`config.mk`:
```
export PLATFORM = sky130hd
export DESIGN_NAME = i2c_slave_regctl
export DESIGN_NICKNAME = d
export VERILOG_FILES = /design/src/rtl/i2c_slave_regctl.sv
export SDC_FILE = /design/constraint.sdc
export NUM_CORES = 1
export LEC_CHECK = 0
export CAP_MARGIN = 20
export CORE_MARGIN = 2
export CORE_UTILIZATION = 60
export DETAILED_ROUTE_END_ITERATION = 16
export DONT_BUFFER_PORTS = 1
export PLACE_DENSITY_LB_ADDON = 0.1
export SLEW_MARGIN = 10
export SYNTH_ARGS = -nofsm -noshare
export SYNTH_HDL_FRONTEND = slang
export SYNTH_SLANG_ARGS = --single-unit
```
`constraint.sdc`:
```
create_clock -name clk -period 4.1 [get_ports clk]
set_input_delay 0.205 -clock clk [delete_from_list [all_inputs] [get_ports clk]]
set_output_delay 0.205 -clock clk [all_outputs]
set_load 0.02 [all_outputs]
```
`src/rtl/i2c_slave_regctl.sv`:
```
// ---------------------------------------------------------------------------
// i2c_slave_regctl
// Register-bank controller behind an I2C slave. The slave's address, write
// and read strobes arrive from the SCL domain. They are synchronised into clk
// and turned into one-cycle events. A small FSM then steers the bytes into an
// auto-incrementing register pointer and the register file.
// A fabric-side port shares the same register file. When an I2C write
// commits, the I2C side wins and the local access waits one cycle.
// ---------------------------------------------------------------------------
module i2c_slave_regctl #(
  parameter int                N_REGS  = 16,
  parameter int                AW      = 4,
  parameter logic [N_REGS-1:0] RO_MASK = 16'h0000
) (
  input  logic          clk,
  input  logic          rst_in,
  // I2C slave side (strobes are asynchronous to clk)
  input  logic          i2c_as,
  input  logic          i2c_ws,
  input  logic          i2c_rs,
  input  logic [7:0]    i2c_dat,
  output logic [7:0]    i2c_din,
  // Local fabric access port
  input  logic          loc_req,
  input  logic          loc_we,
  input  logic [AW-1:0] loc_addr,
  input  logic [7:0]    loc_wdata,
  output logic          loc_ack,
  output logic [7:0]    loc_rdata,
  // Write notification
  output logic          irq_wr,
  output logic [AW-1:0] wr_addr
);

  // Transaction states
  localparam logic [1:0] ST_IDLE = 2'd0;  // no transaction in progress
  localparam logic [1:0] ST_PTR  = 2'd1;  // next written byte is the pointer
  localparam logic [1:0] ST_WDAT = 2'd2;  // written bytes go to reg[ptr]
  localparam logic [1:0] ST_RDAT = 2'd3;  // slave transmits reg[ptr]

  // Register count, widened so that N_REGS == 2**AW is still representable.
  localparam logic [AW:0] N_REGS_W = (AW+1)'(N_REGS);

  // -------------------------------------------------------------------------
  // Pointer arithmetic: everything wraps modulo N_REGS.
  // -------------------------------------------------------------------------
  function automatic logic [AW-1:0] ptr_inc(input logic [AW-1:0] p);
    logic [AW:0] nxt;
    nxt = {1'b0, p} + (AW+1)'(1);
    return (nxt >= N_REGS_W) ? '0 : nxt[AW-1:0];
  endfunction

  function automatic logic [AW-1:0] ptr_mod(input logic [AW-1:0] v);
    logic [AW:0] m;
    m = {1'b0, v} % N_REGS_W;
    return m[AW-1:0];
  endfunction

  // -------------------------------------------------------------------------
  // Strobe synchronisers: two metastability flops and one history flop.
  // An event fires on the cycle the second flop rises. The FSM acts on it
  // at the next edge, three clocks after the strobe rose.
  // -------------------------------------------------------------------------
  logic [2:0] as_sync;
  logic [2:0] ws_sync;
  logic [2:0] rs_sync;

  // Shift the three asynchronous strobes into the clk domain
  always_ff @(posedge clk) begin
    // NOTE: every flop in an always_ff uses <=. All right-hand sides then
    // see the values from before the edge, so the chain behaves as a real
    // shift register no matter how the statements are ordered.
    if (rst_in) begin
      as_sync <= '0;
      ws_sync <= '0;
      rs_sync <= '0;
    end else begin
      as_sync <= {as_sync[1:0], i2c_as};
      ws_sync <= {ws_sync[1:0], i2c_ws};
      rs_sync <= {rs_sync[1:0], i2c_rs};
    end
  end

  logic as_raw;
  logic ws_raw;
  logic rs_raw;

  assign as_raw = as_sync[1] & ~as_sync[2];
  assign ws_raw = ws_sync[1] & ~ws_sync[2];
  assign rs_raw = rs_sync[1] & ~rs_sync[2];

  // -------------------------------------------------------------------------
  // Event priority and write-commit decode
  // -------------------------------------------------------------------------
  logic [1:0]    state;
  logic [AW-1:0] ptr;
  logic          as_evt;
  logic          ws_evt;
  logic          rs_evt;
  logic          i2c_commit;
  logic          loc_accept;
  logic          loc_in_range;

  // When events coincide, apply the priority as > ws > rs
  always_comb begin
    // NOTE: each output gets a default before any condition, so there is
    // no path that leaves one unassigned. An unassigned path would infer
    // a latch.
    as_evt     = 1'b0;
    ws_evt     = 1'b0;
    rs_evt     = 1'b0;
    i2c_commit = 1'b0;
    if (as_raw) begin
      as_evt = 1'b1;
    end else if (ws_raw) begin
      ws_evt = 1'b1;
    end else if (rs_raw) begin
      rs_evt = 1'b1;
    end
    // A data byte in WDAT writes reg[ptr] only when the register is not read-only
    if (ws_evt && (state == ST_WDAT) && !RO_MASK[ptr]) begin
      i2c_commit = 1'b1;
    end
  end

  // A local access goes through on any cycle with no I2C commit
  assign loc_accept = loc_req & ~i2c_commit;

  if (N_REGS >= (1 << AW)) begin : g_full_range
    assign loc_in_range = 1'b1;
  end else begin : g_part_range
    assign loc_in_range = ({1'b0, loc_addr} < N_REGS_W);
  end

  // -------------------------------------------------------------------------
  // Transaction FSM and auto-incrementing pointer
  // -------------------------------------------------------------------------
  // Sequence address/data/ack events into state and pointer updates
  always_ff @(posedge clk) begin
    if (rst_in) begin
      state <= ST_IDLE;
      ptr   <= '0;
    end else if (as_evt) begin
      // A (repeated) start from any state. The R/W bit picks the direction
      // and the pointer is kept.
      state <= i2c_dat[0] ? ST_RDAT : ST_PTR;
    end else if (ws_evt) begin
      case (state)
        ST_PTR: begin
          ptr   <= ptr_mod(i2c_dat[AW-1:0]);
          state <= ST_WDAT;
        end
        ST_WDAT: ptr <= ptr_inc(ptr);  // advances even over read-only regs
        default: ;                     // IDLE/RDAT: byte ignored
      endcase
    end else if (rs_evt && (state == ST_RDAT)) begin
      ptr <= ptr_inc(ptr);
    end
  end

  // -------------------------------------------------------------------------
  // Register file
  // -------------------------------------------------------------------------
  logic [7:0] regs [N_REGS];

  // Apply I2C commits and accepted local writes (never both in one cycle)
  always_ff @(posedge clk) begin
    // NOTE: the register file is reset element by element because its
    // contents must read back as zero after reset. Without that it could
    // have been left unreset and mapped onto RAM.
    if (rst_in) begin
      for (int i = 0; i < N_REGS; i++) begin
        regs[i] <= '0;
      end
    end else begin
      if (i2c_commit) begin
        regs[ptr] <= i2c_dat;
      end
      if (loc_accept && loc_we && loc_in_range) begin
        regs[loc_addr] <= loc_wdata;
      end
    end
  end

  // -------------------------------------------------------------------------
  // Outputs
  // -------------------------------------------------------------------------
  // Local port handshake: ack the cycle after accept, capture read data
  always_ff @(posedge clk) begin
    if (rst_in) begin
      loc_ack   <= 1'b0;
      loc_rdata <= '0;
    end else begin
      loc_ack <= loc_accept;
      if (loc_accept && !loc_we) begin
        loc_rdata <= loc_in_range ? regs[loc_addr] : 8'h00;
      end
    end
  end

  // Flag each committed I2C write and remember where it landed
  always_ff @(posedge clk) begin
    if (rst_in) begin
      irq_wr  <= 1'b0;
      wr_addr <= '0;
    end else begin
      irq_wr <= i2c_commit;
      if (i2c_commit) begin
        wr_addr <= ptr;
      end
    end
  end

  // Present reg[ptr] to the slave, one clock behind pointer/data changes
  always_ff @(posedge clk) begin
    if (rst_in) begin
      i2c_din <= '0;
    end else begin
      i2c_din <= regs[ptr];
    end
  end

endmodule

```
; ---- Word-level counts from Yosys, hierarchy flattened
; Memory sizes are Yosys's and may differ from the RTL's. A register that Yosys moved wholly into a read port is not among the register bits.
; Cells that the tools add are included.
[classes]
n_addsub = 1
magnitude_cmp = 2
eq_ne = 4
muxes = 32
bitwise = 9
reduce_logical = 14
[op_table]
columns = op, n
row1 = 4-bit two-way mux, 7
row2 = 1-bit two-way mux, 18
row3 = 8-bit two-way mux, 2
row4 = 8-bit OR reduction, 2
row5 = 2-bit two-way mux, 4
row6 = 4-bit one-hot mux with 2 select lines, 1
row7 = 2-bit nonzero test, 3
row8 = "4-bit by 1-bit adder with 5-bit output, second input constant", 1
row9 = "5-bit greater-or-equal comparator, second input constant", 1
row10 = 1-bit logical AND, 5
row11 = "4-bit by 5-bit < comparator with 1-bit output, second input constant", 1
row12 = 1-bit inverter, 5
row13 = 1-bit AND, 4
row14 = "2-bit == test, second input constant", 2
row15 = "3-bit by 1-bit != test with 1-bit output, second input constant", 1
row16 = 3-bit AND reduction, 1
row17 = "2-bit by 1-bit == test with 1-bit output, second input constant", 1
row18 = 1-bit logical NOT, 2
row19 = 2-bit AND reduction, 1
[totals]
regBits = 21
ramBits = 128
rom_bits = 16
word_cells = 72
memories = 2
[mem_list]
columns = memory, depth, word_bits, read_ports, rd_clocked_by_memory_dff, wr, line_no
row1 = regs, 16, 8, 2, 2, 16, 164  ; logic [7:0] regs [N_REGS];
row2 = (name not given), 16, 1, 1, 1, 0, 121  ; if (ws_evt && (state == ST_WDAT) && !RO_MASK[ptr]) begin

; ---- Logic depth before layout (Yosys ltp)
; Gate-level depths: netlist of run 1.
[logic_depth]
word_depth = 15
ltp_mapped = 8

; ---- Worst setup path after synthesis of run 1
; Ideal clock, no wire load.
[synth_path]
kind = register to register
start = register state[1]
end = memory regs[0][0], enable pin
setup_ns = 0.334
arrival_time_ns = 1.956
slack_ns = 1.810
path_stages_with_launch = 7
n_path_buf = 1
synth_period_minus_slack_ns = 2.290
path_cell_list = dfxtp_1 > nor2b_1 > buf_6 > a311oi_4 > mux2i_1 > nand3_1 > nand2b_1
[synth_lines]
columns = item, line_no
row1 = from (decl), 95  ; logic [1:0] state;
row2 = from (signal assigned), 146  ; state <= i2c_dat[0] ? ST_RDAT : ST_PTR;
row3 = to (decl), 164

==> results of run 1 <==
## worst paths after layout
check / to / from
min: ptr[1] / i2c_dat[1]
max: regs[3][6] / as_sync[2]
max reg2reg: regs[3][6] / as_sync[2]
min reg2reg: rs_sync[1] / rs_sync[0]
## stage by stage
stage	std cells	cell area [um2]	total power [W]
2_1_floorplan	632	8560	0.00215
3_5_place_dp	777	8620	0.00221
4_1_cts	815	9220	0.00367
6_report	815	9220	0.00367
5_1_grt	815	9220	0.00376
3_3_place_gp	777	8620	0.00220
## per-layer routing
metal  GRT usage, %  up-vias  part of all wire (%)
met3           7.24       50                   9.6
met2           52.7      354                    50
met5              0        -                     0
met1           41.2     2878                    37
met4           12.0        0                   3.1
li1               -     2407                     -
## worst max-delay path, stage by stage (launching register included)
cell and delay (ns):
dfxtp_1 0.30, nand2b_1 0.34, a311oi_4 0.60, mux2i_1 0.46, nand3_1 0.47, nand2b_1 0.57
## registers in the layout, indices dropped and copies added (netlist names)
register,cells
loc_rdata,8
irq_wr,1
ws_sync,3
state,2
ptr,4
loc_ack,1
as_sync,3
i2c_din,8
rs_sync,3
regs,128
wr_addr,4
## repair_timing
action                                  CTS  global route
endpoints found under the hold margin    21             0
hold buffers                              6             0
endpoints found under the setup margin    0             0
## cells in the final DEF (no fill, tap or decap), drive strengths merged, types with 10 or more instances in the layout
master / count
nand2b: 20
clkbuf: 23
nand2: 25
a21oi: 10
nor2: 142
a31oi: 11
mux2i: 41
nor2b: 14
mux2: 10
edfxtp: 128
mux4: 64
dfxtp: 37
## layout make-up
type	instances	share of cell area [%]
multi-input combinational	424	40.8
timing repair buffer	10	0.978
sequential	165	49.8
inverter	4	0.163
clock inverter	9	0.869
tap	180	2.44
clock buffer	23	4.97
## power by group
group          leakage (nW)  internal (W)  switching (W)
logic                  1.35      0.000128       0.000140
registers              1.63       0.00186      0.0000565
clock network         0.255      0.000847       0.000635
total                  3.23       0.00283       0.000831
## logic make-up (layout without fill, tap and decap cells)
family                   count (synthesis)  count (layout)  synth area share, %
adder cells (fa/ha/maj)                  1               1                0.146
multiplexers                           115             115                 23.4
buffers and inverters                   43              46                 2.53
flip-flops                             165             165                 53.6
AO/OA/AOI/OAI                           68              68                 6.96
AND/OR/NAND/NOR                        240             240                 13.4
==> results.sh, run 1 <==
export IMPL_status="complete, no violations"
export IMPL_required_ns=4.17
export IMPL_multi_input_area_um2=3760
export IMPL_initial_utilization_pct=61.4
export IMPL_crit_type="reg2reg"
export IMPL_syn_area_um2=8560
export IMPL_fin_skew_ns=0.00893
export IMPL_clock_latency_ns=0.44
export IMPL_r2r_setup_slack_ns=0.99
export IMPL_die_w_um=123
export IMPL_synth_area_top_cells="edfxtp_1, mux4_2, dfxtp_1"
export IMPL_synth_seq_cells=165
export IMPL_tightest_slew_ns=1.12
export IMPL_synth_top_cell_area_share_pct=44.9
export IMPL_cts_tree="yes"
export IMPL_post_cts_resized=0
export IMPL_irDropWorstVdd_uv=287
export IMPL_fmax_mhz=321
export IMPL_maxSlewHeadroom_pct=25.4
export IMPL_ant_nets=0
export IMPL_gp_congestion=0.847
export IMPL_synthArstFlopShare_pct=0
export IMPL_clock_tree_buffer_depth=2
export IMPL_core_area_um2=13900
export IMPL_yosys_warnings=0
export IMPL_area_delta_synth_final_pct=7.64
export IMPL_fin_crit_sh_pct=75.9
export IMPL_first_iter_violations=673
export IMPL_setup_viol=0
export IMPL_grt_start_max_net_pins=45
export IMPL_synth_common_cells="nor2_1, edfxtp_1, mux4_2, dfxtp_1, mux2i_1"
export IMPL_pre_cts_slack_ns=1.04
export IMPL_io_buffers=0
export IMPL_place_hpwl_mm=15.7
export IMPL_synth_most_common_cell="nor2_1"
export IMPL_cts_root_buffer_cell="clkbuf_16"
export IMPL_p_per_area_nw_per_um2=398
export IMPL_drive_gt1_share_pct=21.9
export IMPL_rsz0062_at_grt="false"
export IMPL_setup_slack_ns=0.987
export IMPL_cp_end_kind="register"
export IMPL_drcViolationCount=0
export IMPL_min_period_ns=3.11
export IMPL_holdWs_ns=0.0206
export IMPL_cts_sinks=165
export IMPL_n_fill_cell=1020
export IMPL_post_cts_setup_buffers=0
export IMPL_synth_top_area_cell="edfxtp_1"
export IMPL_syn_avg_cell_area_um2=13.5
export IMPL_syn_instance_count=632
export IMPL_viasPerCell=6.98
export IMPL_max_cap_violations=0
export IMPL_final_hold_viol_count=0
export IMPL_ys_flop_type="edfxtp_1"
export IMPL_vias=5689
export IMPL_layout_nets=650
export IMPL_diodes=0
export IMPL_ios=49
export IMPL_power_leakage_nw=3.23
export IMPL_syn_nets=660
export IMPL_synth_edff_count=128
export IMPL_startpoint_type="register"
export IMPL_cp_max_fo=11
export IMPL_dieArea_um2=15200
export IMPL_die_h_um=123
export IMPL_grt_first_pass_wirelength_mm=33.8
export IMPL_ys_seq_area_share_pct=53.6
export IMPL_firstDrtPassIters=5
export IMPL_seq_area_um2=4590
export IMPL_whs_path_depth=2
export IMPL_tns_ns=0
export IMPL_row_count=43
export IMPL_grt_total_usage_pct=31.8
export IMPL_finalMaxSlewViolations=0
export IMPL_grt_pass1_vias=5609
export IMPL_clk_pin_slew_ns=0.06
export IMPL_hp_class="in2reg"
export IMPL_wirelength_mm=22.5
export IMPL_cts_buffers=17
export IMPL_synth_cell_type_count=59
export IMPL_grt_overflow=0
export IMPL_critPathArrivalTime_ns=3.18
export IMPL_antenna_found_initial=0
export IMPL_h_tree_depth=4
export IMPL_wire_per_inst_um=27.6
export IMPL_finish_utilization_pct=66.1
export IMPL_reg2reg_depth=5
Note: power is estimated with default switching activity, not from simulation.
==> run 2: changes to the inputs <==
ABC_AREA = 1   (was default)
CORE_UTILIZATION = 58   (was 60)
clock period = 2.5 ns   (was 4.1 ns; I/O delays follow)
==> results.sh, run 2 <==
export IMPL_status="complete, no violations"
export IMPL_synthAdderAreaFrac_pct=0.136
export IMPL_power_frac_comb_pct=11.9
export IMPL_grt_total_usage_pct=34.5
export IMPL_yosys_warnings=0
export IMPL_clk_pin_slew_ns=0.06
export IMPL_wirelength_mm=28.4
export IMPL_core_area_um2=15700
export IMPL_reg2reg_depth=7
export IMPL_min_period_ns=2.42
export IMPL_area_delta_synth_final_pct=12.1
export IMPL_top_register="regs"
export IMPL_dp_cells=1168
export IMPL_worstSetupEndpoint="regs[13][0]"
export IMPL_fin_skew_ns=0.00907
export IMPL_die_w_um=130
export IMPL_clock_latency_ns=0.44
export IMPL_drcViolationCount=0
export IMPL_fin_crit_sh_pct=96.9
export IMPL_startpoint_type="register"
export IMPL_cts_root_buffer_cell="clkbuf_16"
export IMPL_setup_viol=0
export IMPL_mostFrequentLayoutCell="edfxtp_1"
export IMPL_post_layout_nonfiller_instances=1226
export IMPL_ant_nets=0
export IMPL_power_leakage_nw=3.71
export IMPL_max_cap_violations=0
export IMPL_critPathArrivalTime_ns=2.60
export IMPL_cts_buffers=17
export IMPL_cts_tree="yes"
export IMPL_largest_reg_flops=128
export IMPL_syn_avg_cell_area_um2=9.31
export IMPL_die_h_um=130
export IMPL_reg_top3="regs (128), i2c_din (8), loc_rdata (8)"
export IMPL_final_hold_viol_count=0
export IMPL_p_per_area_nw_per_um2=650
export IMPL_first_iter_violations=936
export IMPL_switching_share_pct=25.9
export IMPL_synth_compound_area_share_pct=18.4
export IMPL_synthMuxAreaShare_pct=0
export IMPL_io_buffers=0
export IMPL_r2r_end="regs[13][0]"
export IMPL_synth_most_common_cell="edfxtp_1"
export IMPL_antenna_found_initial=0
export IMPL_synth_area_top_cells="edfxtp_1, dfxtp_1, o21ai_0"
export IMPL_synth_edff_count=128
export IMPL_cp_end_kind="register"
export IMPL_ys_seq_area_share_pct=49.9
export IMPL_syn_instance_count=987
export IMPL_grt_overflow=0
export IMPL_crit_type="reg2reg"
export IMPL_irDropWorstVdd_uv=491
export IMPL_gp_congestion=0.934
export IMPL_drive_gt1_share_pct=19.1
export IMPL_rr_startpoint="as_sync[1]"
export IMPL_dieArea_um2=16900
export IMPL_cts_sinks=165
export IMPL_synth_top_family_by_area="simple AND/OR/NAND/NOR gates"
export IMPL_final_cell_mix="edfxtp_1, o21ai_0, a21oi_1"
export IMPL_p_int_w=0.00497
export IMPL_clock_tree_buffer_depth=2
export IMPL_switchingPower_w=0.00174
export IMPL_grt_start_max_net_pins=116
export IMPL_syn_nets=1015
export IMPL_yosys_area_share_simple_pct=22.6
export IMPL_layout_nets=1025
export IMPL_r2r_setup_slack_ns=0.08
export IMPL_h_tree_depth=4
export IMPL_synth_top_area_cell="edfxtp_1"
export IMPL_n_fill_cell=1294
export IMPL_finalMaxSlewViolations=0
export IMPL_fmax_mhz=413
export IMPL_tightest_slew_ns=0.904
export IMPL_required_ns=2.68
export IMPL_grt_pass1_vias=7218
export IMPL_rsz0062_at_grt="false"
export IMPL_ios=49
export IMPL_hp_class="in2reg"
export IMPL_synth_top_cell_area_share_pct=41.8
export IMPL_path_cells="nand2_1 > nand3_4 > nand4_4 > buf_4 > o21ai_2 > buf_12 > nor3_1"
export IMPL_firstDrtPassIters=7
export IMPL_place_hpwl_mm=19.0
export IMPL_diodes=0
export IMPL_critical_path_max_stage_delay_ns=0.69
export IMPL_vias=7730
export IMPL_power_frac_seq_pct=47.1
export IMPL_tns_ns=0
export IMPL_synth_cell_type_count=35
export IMPL_power_frac_clock_pct=40.9
export IMPL_crit_slowest_cell="o21ai_2"
export IMPL_synth_seq_cells=165
export IMPL_wire_per_inst_um=23.2
export IMPL_maxSlewHeadroom_pct=39.5
export IMPL_finish_utilization_pct=65.6
export IMPL_worstSetupStartpoint="as_sync[1]"
export IMPL_synthArstFlopShare_pct=0
export IMPL_cp_max_fo=9
export IMPL_synth_common_cells="edfxtp_1, o21ai_0, a21oi_1, inv_1, nand3_1"
export IMPL_grt_first_pass_wirelength_mm=42.7
export IMPL_syn_area_um2=9190
export IMPL_synthXorXnorAreaFrac_pct=0.0953
export IMPL_viasPerCell=6.31
export IMPL_initial_utilization_pct=58.5
export IMPL_row_count=46
export IMPL_ys_flop_type="edfxtp_1"
[run 2: cell types whose count changed after synthesis, sizes merged, moves of 14 or more]
cell,previous run,this run
inv,4,87
clkbuf,20,44
mux4,64,0
nor3,7,96
mux2i,41,0
buf,19,37
o21ai,8,138
nor2,142,74
nor2b,14,0
a21oi,10,90
nand3,7,91
o211ai,0,54
nand2,25,85
nand2b,20,0
[run 2: cell type report]
| cell class | count | area [um2] | area share [%] |
|---|---|---|---|
| Sequential cell | 165 | 4590 | 44.5 |
| Inverter | 92 | 345 | 3.35 |
| Clock buffer | 22 | 474 | 4.60 |
| Timing Repair Buffer | 71 | 651 | 6.31 |
| Tap cell | 216 | 270 | 2.62 |
| Clock inverter | 10 | 145 | 1.41 |
| Multi-Input combinational cell | 650 | 3830 | 37.2 |
[run 2: timing repair]
item	in CTS	in global routing
buffers inserted	0	4
hold buffers	21	0
gates resized for setup	0	6
setup endpoints to repair	0	140
hold endpoints to repair	31	0
[run 2: cell families after synthesis]
group / Yosys count
simple gates: 354
compound gates: 293
buf+inv: 173
flops: 165
xor+xnor: 1
fa+ha+maj: 1
[run 2: stage by stage]
stage	total power (W)	area (um2)	worst slack (ns)	hold slack [ns]
after CTS	0.00668	10200	0.00953	0.00787
after global routing	0.00691	10300	0.00125	0.0420
after floorplan	0.00374	9190	0.163	0.194
after global placement	0.00394	9400	0.124	0.197
after detailed placement	0.00396	9400	0.0179	0.199
final	0.00670	10300	0.0767	0.0169
[run 2: metal layers]
metal	vias up	share of wire, %	GRT usage (%)
li1	3515	-	-
met1	3693	42	49.8
met2	454	46	53.4
met3	68	9.8	5.82
met4	0	3.0	11.3
met5	-	0	0
[run 2: worst max-delay path, delay by kind of cell (launching register included)]
kind | cells | cell delay, ns
AO/OA/AOI/OAI | 1 | 0.69
buffers and inverters | 2 | 0.47
flip-flops | 1 | 0.33
AND/OR/NAND/NOR | 4 | 0.67
[run 2: worst min-delay path by stage]
| stage | startpoint | to | slack [ns] | cells after the start |
|---|---|---|---|---|
| floorplan | rst_in | wr_addr[2] | 0.19 | 1 |
| global placement | rst_in | wr_addr[0] | 0.20 | 1 |
| detailed placement | rst_in | wr_addr[1] | 0.20 | 1 |
| CTS | loc_addr[3] | loc_rdata[4] | 0.008 | 4 |
| global route | loc_addr[3] | loc_rdata[4] | 0.04 | 4 |
| finish | loc_addr[3] | loc_rdata[4] | 0.02 | 4 |
[run 2: power groups by stage]
stage,Combinational [W],Clock [W],Sequential (W)
finish,0.000801,0.00274,0.00316
global route,0.000855,0.00288,0.00317
CTS,0.000771,0.00276,0.00316
detailed placement,0.000745,0,0.00321
global placement,0.000735,0,0.00321
floorplan,0.000557,0,0.00318
